**config.mk**
```make
export PLATFORM = sky130hd
export DESIGN_NAME = audio_mode_switch
export DESIGN_NICKNAME = d
export VERILOG_FILES = /design/src/rtl/audio_ctrl_pkg.sv /design/src/rtl/audio_gain_stage.sv /design/src/rtl/audio_mode_switch.sv
export SDC_FILE = /design/constraint.sdc
export NUM_CORES = 1
export LEC_CHECK = 0
export ABC_AREA = 1
export BUFFER_PORTS_ARGS = -buffer_cell sky130_fd_sc_hd__buf_2
export CELL_PAD_IN_SITES_DETAIL_PLACEMENT = 0
export CELL_PAD_IN_SITES_GLOBAL_PLACEMENT = 1
export CORE_ASPECT_RATIO = 1.5
export CORE_UTILIZATION = 44
export CTS_BUF_LIST = sky130_fd_sc_hd__clkbuf_4
export DETAILED_ROUTE_END_ITERATION = 8
export HOLD_SLACK_MARGIN = 0.02
export PLACE_DENSITY = 0.82
export SLEW_MARGIN = 30
export SYNTH_ARGS = -nofsm -noshare
export SYNTH_HDL_FRONTEND = slang
export SYNTH_SLANG_ARGS = --single-unit
```
**constraint.sdc**
```tcl
create_clock -name sys_clk -period 6.5 [get_ports sys_clk]
set_clock_uncertainty 0.05 [all_clocks]
set_input_delay 0.975 -clock sys_clk [delete_from_list [all_inputs] [get_ports sys_clk]]
set_output_delay 0.975 -clock sys_clk [all_outputs]
set_load 0.01 [all_outputs]
```
**src/rtl/audio_ctrl_pkg.sv**
```systemverilog
// Shared command codes and fade sequencer state encoding
// for the audio mode switch.
package audio_ctrl_pkg;

  localparam logic [3:0] CMD_MODE    = 4'b0010;
  localparam logic [3:0] CMD_ETH_ON  = 4'b0100;
  localparam logic [3:0] CMD_ETH_OFF = 4'b1000;

  typedef enum logic [1:0] {
    ST_RUN,
    ST_FADE_OUT,
    ST_SWITCH,
    ST_FADE_IN
  } state_t;

endpackage

```
**src/rtl/audio_gain_stage.sv**
```systemverilog
// Registered gain scaler: (sample * gain) >>> RAMP_BITS,
// captured on each sample strobe.
module audio_gain_stage #(
  parameter int DATA_WIDTH = 16,
  parameter int RAMP_BITS  = 6
) (
  input  logic                         sys_clk,
  input  logic                         sys_rst,
  input  logic                         sample_stb,
  input  logic signed [DATA_WIDTH-1:0] sample,
  input  logic [RAMP_BITS:0]           gain,
  output logic signed [DATA_WIDTH-1:0] data_out,
  output logic                         data_out_vld
);

  localparam int PW = DATA_WIDTH + RAMP_BITS + 2;

  logic signed [PW-1:0]         prod;
  logic signed [DATA_WIDTH-1:0] scaled;

  // gain is unsigned, so widen it with a zero msb before the signed multiply
  assign prod   = sample * $signed({1'b0, gain});
  assign scaled = DATA_WIDTH'(prod >>> RAMP_BITS);

  always_ff @(posedge sys_clk or negedge sys_rst) begin
    if (!sys_rst) begin
      data_out     <= '0;
      data_out_vld <= 1'b0;
    end else begin
      data_out_vld <= sample_stb;
      if (sample_stb) data_out <= scaled;
    end
  end

endmodule

```
**src/rtl/audio_mode_switch.sv**
```systemverilog
// Command decoder, fade sequencer and path mux; switches
// processing paths with a fade-out / fade-in gain ramp.
module audio_mode_switch
  import audio_ctrl_pkg::*;
#(
  parameter int DATA_WIDTH = 16,
  parameter int NUM_MODES  = 4,
  parameter int RAMP_BITS  = 6
) (
  input  logic                             sys_clk,
  input  logic                             sys_rst,
  input  logic                             cmd_valid,
  input  logic [3:0]                       ctrl_cmd,
  input  logic [3:0]                       value_cmd,
  input  logic                             sample_stb,
  input  logic [NUM_MODES*DATA_WIDTH-1:0]  path_data,
  output logic signed [DATA_WIDTH-1:0]     data_out,
  output logic                             data_out_vld,
  output logic [NUM_MODES-1:0]             mode_enable,
  output logic                             eth_enable,
  output logic                             busy,
  output logic                             cmd_err
);

  localparam logic [RAMP_BITS:0] FULL = {1'b1, {RAMP_BITS{1'b0}}};
  localparam logic [RAMP_BITS:0] ZERO = '0;
  localparam logic [4:0]         NM   = 5'(NUM_MODES);

  state_t                       state, nxt;
  logic [3:0]                   active, pend;
  logic                         pend_flag;
  logic [RAMP_BITS:0]           gain;
  logic signed [DATA_WIDTH-1:0] sample;
  logic                         mode_ok, same_idle;

  assign mode_ok   = {1'b0, value_cmd} < NM;
  assign same_idle = (state == ST_RUN) && (value_cmd == active);
  assign busy      = (state != ST_RUN);

  always_comb begin
    sample      = '0;
    mode_enable = '0;
    for (int k = 0; k < NUM_MODES; k++) begin
      mode_enable[k] = (active == 4'(k));
      if (active == 4'(k))
        sample = path_data[k*DATA_WIDTH +: DATA_WIDTH];
    end
  end

  always_ff @(posedge sys_clk or negedge sys_rst) begin
    if (!sys_rst) state <= ST_RUN;
    else          state <= nxt;
  end

  always_comb begin
    nxt = state;
    unique case (state)
      ST_RUN:      if (pend_flag && pend != active) nxt = ST_FADE_OUT;
      ST_FADE_OUT: if (gain == ZERO) nxt = ST_SWITCH;
      ST_SWITCH:   nxt = ST_FADE_IN;
      ST_FADE_IN:  if (gain == FULL) nxt = ST_RUN;
      default:     nxt = ST_RUN;
    endcase
  end

  always_ff @(posedge sys_clk or negedge sys_rst) begin
    if (!sys_rst) begin
      active     <= '0;
      pend       <= '0;
      pend_flag  <= 1'b0;
      gain       <= FULL;
      eth_enable <= 1'b0;
      cmd_err    <= 1'b0;
    end else begin
      cmd_err <= 1'b0;
      if (state == ST_FADE_OUT && sample_stb && gain != ZERO)
        gain <= gain - 1'b1;
      if (state == ST_FADE_IN && sample_stb && gain != FULL)
        gain <= gain + 1'b1;
      if (state == ST_SWITCH) begin
        active    <= pend;
        pend_flag <= 1'b0;
      end
      if (state == ST_RUN && pend_flag && pend == active)
        pend_flag <= 1'b0;
      // a fresh request wins over the flag clears above
      if (cmd_valid) begin
        unique case (1'b1)
          ctrl_cmd == CMD_MODE: begin
            if (!mode_ok) begin
              cmd_err <= 1'b1;
            end else if (!same_idle) begin
              pend      <= value_cmd;
              pend_flag <= 1'b1;
            end
          end
          ctrl_cmd == CMD_ETH_ON:  eth_enable <= 1'b1;
          ctrl_cmd == CMD_ETH_OFF: eth_enable <= 1'b0;
          default:                 cmd_err    <= 1'b1;
        endcase
      end
    end
  end

  audio_gain_stage #(
    .DATA_WIDTH(DATA_WIDTH),
    .RAMP_BITS (RAMP_BITS)
  ) u_gain (
    .sys_clk     (sys_clk),
    .sys_rst     (sys_rst),
    .sample_stb  (sample_stb),
    .sample      (sample),
    .gain        (gain),
    .data_out    (data_out),
    .data_out_vld(data_out_vld)
  );

endmodule

```
; After elaboration in Yosys (flattened, before gate mapping)
; Cells that the tools add are included.
[word_totals]
register_bits = 37
inputBits = 76
output_inout_bits = 24
[classes]
n_addsub = 2
mul = 1
n_lt_le_gt_ge = 1
eq_ne = 17
mux = 20
bitwise_logic = 1
n_reduce_logical = 19
[ops]
columns = op, count
row1 = $mux 16, 4
row2 = $mul 16x8->22, 1
row3 = $mux 7, 2
row4 = $eq 4x2->1 const B, 3
row5 = $eq 4x4->1, 2
row6 = $logic_and 1x1->1, 8
row7 = $mux 1, 8
row8 = $pmux 2 s4, 1
row9 = $add 7x1->7 const B, 1
row10 = $eq 7x7->1 const B, 1
row11 = $logic_not 7->1, 1
row12 = $ne 7x7->1 const B, 1
row13 = $reduce_bool 7->1, 1
row14 = $sub 7x1->7 const B, 1
row15 = $mux 2, 3
row16 = $reduce_bool 2->1, 3
row17 = $eq 2x2->1 const B, 2
row18 = $eq 4x1->1 const B, 1
row19 = $eq 4x3->1 const B, 1
row20 = $eq 4x4->1 const B, 1
row21 = $logic_not 4->1, 1
row22 = $lt 4x3->1 const B, 1
row23 = $ne 2x2->1 const B, 2
row24 = $ne 4x4->1, 1
row25 = 9 further kinds, 10

; Depth between registers and ports, before layout
[logic_depth]
ltp_word = 8
depth_mapped = 29
depth_no_buf = 28

; Hierarchy
; Synthesis repeated with hierarchy kept, for this count alone.
[hier_totals]
cells_unflattened = 950
hier_area_um2 = 6526.3
[modules_own_cells]
columns = mod, n_inst, cells_per_inst, area_each_um2, seq_area_each_um2
row1 = audio_gain_stage, 1, 667, 4743.3, 425.4
row2 = audio_mode_switch, 1, 283, 1783.0, 501.7

; Least setup slack after synthesis
; No wires, ideal clock.
[synth_path]
kind = input port to flip-flop
startpoint = in path_data[5]
endpoint = reg u_gain.data_out[15]
t_arrival_ns = 4.977
t_required_ns = 6.333
path_slack_ns = 1.356
path_stages = 21
path_buffers = 0
cell_sequence = a221o_1 nand2_1 inv_1 nand2_1 fa_1 fa_1 inv_1 fa_1 inv_1 fa_1 inv_1 ha_1 nand2_1 nor2_1 nor2_1 o221ai_1 a21oi_1 nand2_1 or2_1 nand3_1 nand2_1
[synth_via]
elab_chain_len = 5
[synth_rtl]
columns = item, line_no
row1 = "start, declared", audio_mode_switch.sv:16  ; input logic [NUM_MODES*DATA_WIDTH-1:0] path_data,
row2 = $mux 16 (4 in series), audio_mode_switch.sv:45  ; if (active == 4'(k))
row3 = $mul 16x8->22, audio_gain_stage.sv:22  ; assign prod = sample * $signed({1'b0, gain});
row4 = "end signal, assigned", audio_gain_stage.sv:31  ; if (sample_stb) data_out <= scaled;
row5 = "end, declared", audio_gain_stage.sv:12  ; output logic signed [DATA_WIDTH-1:0] data_out,
; No other way between the ends.
; A chain may end at the register's enable or synchronous reset.

; Worst setup path after layout
[layout_path]
startpoint = reg active[2]
endpoint = reg u_gain.data_out[11]
[layout_via]
elab_chain_len = 6
elab_cells_between_ends = 9
[layout_rtl]
columns = item, line_no
row1 = "start, declared", audio_mode_switch.sv:30  ; logic [3:0] active, pend;
row2 = "start signal, assigned", audio_mode_switch.sv:81  ; active <= pend;
row3 = $logic_not 4->1, audio_mode_switch.sv:45
row4 = $mux 16 (3 in series), audio_mode_switch.sv:45
row5 = $mux 16 (*), audio_mode_switch.sv:45
row6 = $mul 16x8->22 (*), audio_gain_stage.sv:22
; Every way passes the cells marked *; elsewhere a longest branch is shown, timed or not.

==> flow_metrics.env <==
export IMPL_outcome="finished, final reports clean"
export IMPL_clk_insertion_delay_late_ps=380
export IMPL_async_set_reset_flop_share_out_of_synthesis=1.00
export IMPL_post_cts_setup_buffers=0
export IMPL_irDropWorstVdd_uv=160
export IMPL_gr_usage_all_layers=0.229
export IMPL_vias_per_cell=5.09
export IMPL_synth_avg_cell_area_um2=7.50
export IMPL_crit_type="reg2reg"
export IMPL_synth_top_area_share=0.263
export IMPL_timing_reg2reg_worst_path_depth=26
export IMPL_seq_area_frac_synth=0.150
export IMPL_timing_critical_path_from="active[2]"
export IMPL_floorplan_rows=52
export IMPL_grt_ovfl_total=0
export IMPL_nets=1122
export IMPL_synth_cell_types=44
export IMPL_floorplan_io_pins=100
export IMPL_die_width_um=98.7
export IMPL_timing_critical_path_fanout_max=13
export IMPL_synthesized_area_fraction_occupied_by_xor_and_xnor_cells=0.0270
export IMPL_cts_tree="yes"
export IMPL_grt_pass1_vias=5745
export IMPL_leading_cell_type_by_number_of_instances_after_synthesis="inv_1"
export IMPL_synth_compound_area_frac=0.0979
export IMPL_final_hold_viol_count=0
export IMPL_yosysTopAreaCell="fa_1"
export IMPL_holdCritPathClass="reg2reg"
export IMPL_rsz0062_at_grt="false"
export IMPL_tightestPinTransition_ps=887
export IMPL_cts_made_buffers=5
export IMPL_postSynthCellCount=823
export IMPL_synthToLayoutAreaGrowth_pct=11.5
export IMPL_reg2reg_to="u_gain.data_out[11]"
export IMPL_drtAntennaViolNets=0
export IMPL_clkTransAtPathRegs_ps=130
export IMPL_synth_area_in_adders=0.364
export IMPL_fmaxAchievable_ghz=0.167
export IMPL_yosys_warnings=0
export IMPL_capture_point_of_the_worst_path="u_gain.data_out[11]"
export IMPL_ys_top_cells_by_area="fa_1 26%, dfrtp_1 15%, inv_1 10%"
export IMPL_synth_enable_flop_cells=0
export IMPL_floorplan_initialDensity=0.454
export IMPL_hpwlAfterDp_um=13500
export IMPL_startpoint_type="flop"
export IMPL_synth_top_family_by_area="adder cells"
export IMPL_final_min_clock_period_ps=6000
export IMPL_worstReg2RegStart="active[2]"
export IMPL_placement_setup_worst_slack_ps=560
export IMPL_finalSetupViolCount=0
export IMPL_pwr_share_comb=0.800
export IMPL_route_vias_total=5485
export IMPL_first_pass_iters=6
export IMPL_largest_net_degree_at_the_start_of_global_routing=38
export IMPL_avgRoutedWirePerCell_um=14.6
export IMPL_cts_max_path_buffers=2
export IMPL_yosys_mux_area_fraction=0
export IMPL_crit_arrival_ps=6210
export IMPL_powerDensity_nw_per_um2=402
export IMPL_p_leak_nw=3.80
export IMPL_coreArea_um2=13600
export IMPL_synth_cells_most_frequent="167 x inv_1, 141 x nand2_1, 120 x nor2_1"
export IMPL_route_detailed_drc=0
export IMPL_first_pass_grt_wire_length_um=26200
export IMPL_timing_reg2reg_setup_slack_ps=500
export IMPL_cts_sinks=37
export IMPL_synth_ff_latch_count=37
export IMPL_swShare=0.570
export IMPL_violation_count_after_the_first_detailed_route_iteration=213
export IMPL_setup_ws_ps=501
export IMPL_power_frac_clock=0.045
export IMPL_synthSimpleGateAreaFrac=0.236
export IMPL_antenna_violations_before_repair=0
export IMPL_maximum_level_of_the_cts_h_tree=2
export IMPL_clock_tree_root_cell="clkbuf_4"
export IMPL_finalWirelength_um=15700
export IMPL_sequentialPowerShare=0.156
export IMPL_layout_drive_gt1_share=0.155
export IMPL_cts_repair_resized_insts=0
export IMPL_total_switching_power_mw=1.58
export IMPL_synthesis_area_um2=6170
export IMPL_power_internal_mw=1.19
export IMPL_design_die_area_um2=14500
export IMPL_antenna_cells_inserted=0
export IMPL_maxSlewHeadroom=0.403
export IMPL_buffers_on_ports=99
export IMPL_required_worst_endpoint_ps=6710
export IMPL_max_cap_violations=0
export IMPL_final_min_period_over_clock_period=0.923
export IMPL_globalplace_congestion=0.876
export IMPL_postSynth_topFlopCell="dfrtp_1"
export IMPL_die_h_um=147
export IMPL_final_max_slew_violation_count=0
export IMPL_worst_setup_path_end_kind="flop"
export IMPL_postSynthNetCount=1030
export IMPL_ctsHoldBuffers=0
export IMPL_fin_setup_tns_ps=0
[routing by layer]
metal,GRT usage,share of wire
met1,0.247,0.40
met2,0.455,0.54
met5,0,0
met3,0.0271,0.034
met4,0.0724,0.026
[layout by cell type (no fill, tap or decap), types with 4 or more instances in the layout]
master / netlist / routed
or2_1: 7 / 7
dfrtp_1: 36 / 36
a221o_1: 8 / 8
clkinv_1: 4 / 6
nand2_1: 141 / 141
o21ai_1: 14 / 14
o21ai_0: 24 / 24
inv_2: 9 / 9
o22ai_1: 11 / 11
buf_2: 4 / 98
inv_1: 167 / 167
xnor2_1: 12 / 12
xor2_1: 7 / 7
nor2_1: 120 / 120
fa_1: 81 / 81
nand2_4: 4 / 4
nand4_1: 5 / 5
nand3b_1: 5 / 5
buf_4: 1 / 8
clkbuf_4: 0 / 5
ha_1: 50 / 50
nand3_1: 37 / 37
nor3_1: 4 / 4
a21oi_1: 22 / 22
[power by group through the flow]
stage / Combinational [mW] / Sequential, mW / Clock [mW]
finish: 2.21 / 0.431 / 0.124
global route: 2.56 / 0.445 / 0.137
CTS: 2.24 / 0.431 / 0.129
detailed placement: 2.23 / 0.436 / 0
global placement: 2.20 / 0.432 / 0
floorplan: 1.71 / 0.406 / 0
[area by class of cell]
type | instances | area [µm²]
multi-input combinational | 585 | 4480
fill | 1433 | 6720
tap | 162 | 203
sequential | 37 | 927
clock inverter | 3 | 12.5
timing repair buffer | 106 | 551
inverter | 180 | 676
clock buffer | 5 | 37.5
[critical path, cell delays in order, from the launching register on]
cell and delay (ps):
dfrtp_1 460, nor2_4 260, nand2_1 240, inv_1 330
o21ai_0 150, nand3_1 80, o21ai_0 310, inv_1 170
nand2_1 90, fa_1 540, inv_1 60, fa_1 480
fa_1 490, inv_1 50, fa_1 470, inv_1 40
ha_1 360, nand2_1 120, nor2_1 110, inv_1 50
nor3_1 360, a21oi_2 130, or2_1 240, nand2_1 60
nand2_1 50, nand3_1 60, nand2_1 50
[cell families (layout without fill, tap and decap cells)]
family / after synthesis / count (layout)
flops: 37 / 37
simple gates: 337 / 337
buf+inv: 201 / 294
xor+xnor: 19 / 19
fa+ha+maj: 131 / 131
compound gates: 98 / 98
[how the worst min path moves through the flow]
stage	depth (start not counted)	end	slack, ps	startpoint
global route	2	u_gain.data_out[11]	470	u_gain.data_out[11]
floorplan	2	pend_flag	420	pend_flag
CTS	2	u_gain.data_out[5]	440	u_gain.data_out[5]
global placement	2	u_gain.data_out[10]	410	u_gain.data_out[10]
detailed placement	2	u_gain.data_out[5]	410	u_gain.data_out[5]
finish	2	u_gain.data_out[5]	430	u_gain.data_out[5]
[state kept, by name, summed over array words and instances (netlist names)]
signal / cells
active: 4
cmd_err: 1
eth_enable: 1
gain: 7
pend: 4
pend_flag: 1
state: 2
u_gain.data_out: 16
u_gain.data_out_vld: 1
[per-stage QoR]
step           hold slack, ps  instances  instance area, µm²  power, mW  utilization
2_1_floorplan             423        823                6170       2.12            -
3_3_place_gp              408       1070                6830       2.63        0.502
3_5_place_dp              410       1070                6830       2.66        0.502
4_1_cts                   438       1078                6880       2.80        0.506
5_1_grt                   469       1078                6880       3.14        0.506
6_report                  431       1078                6880       2.77        0.506
Note: power is estimated with default switching activity, not from simulation.
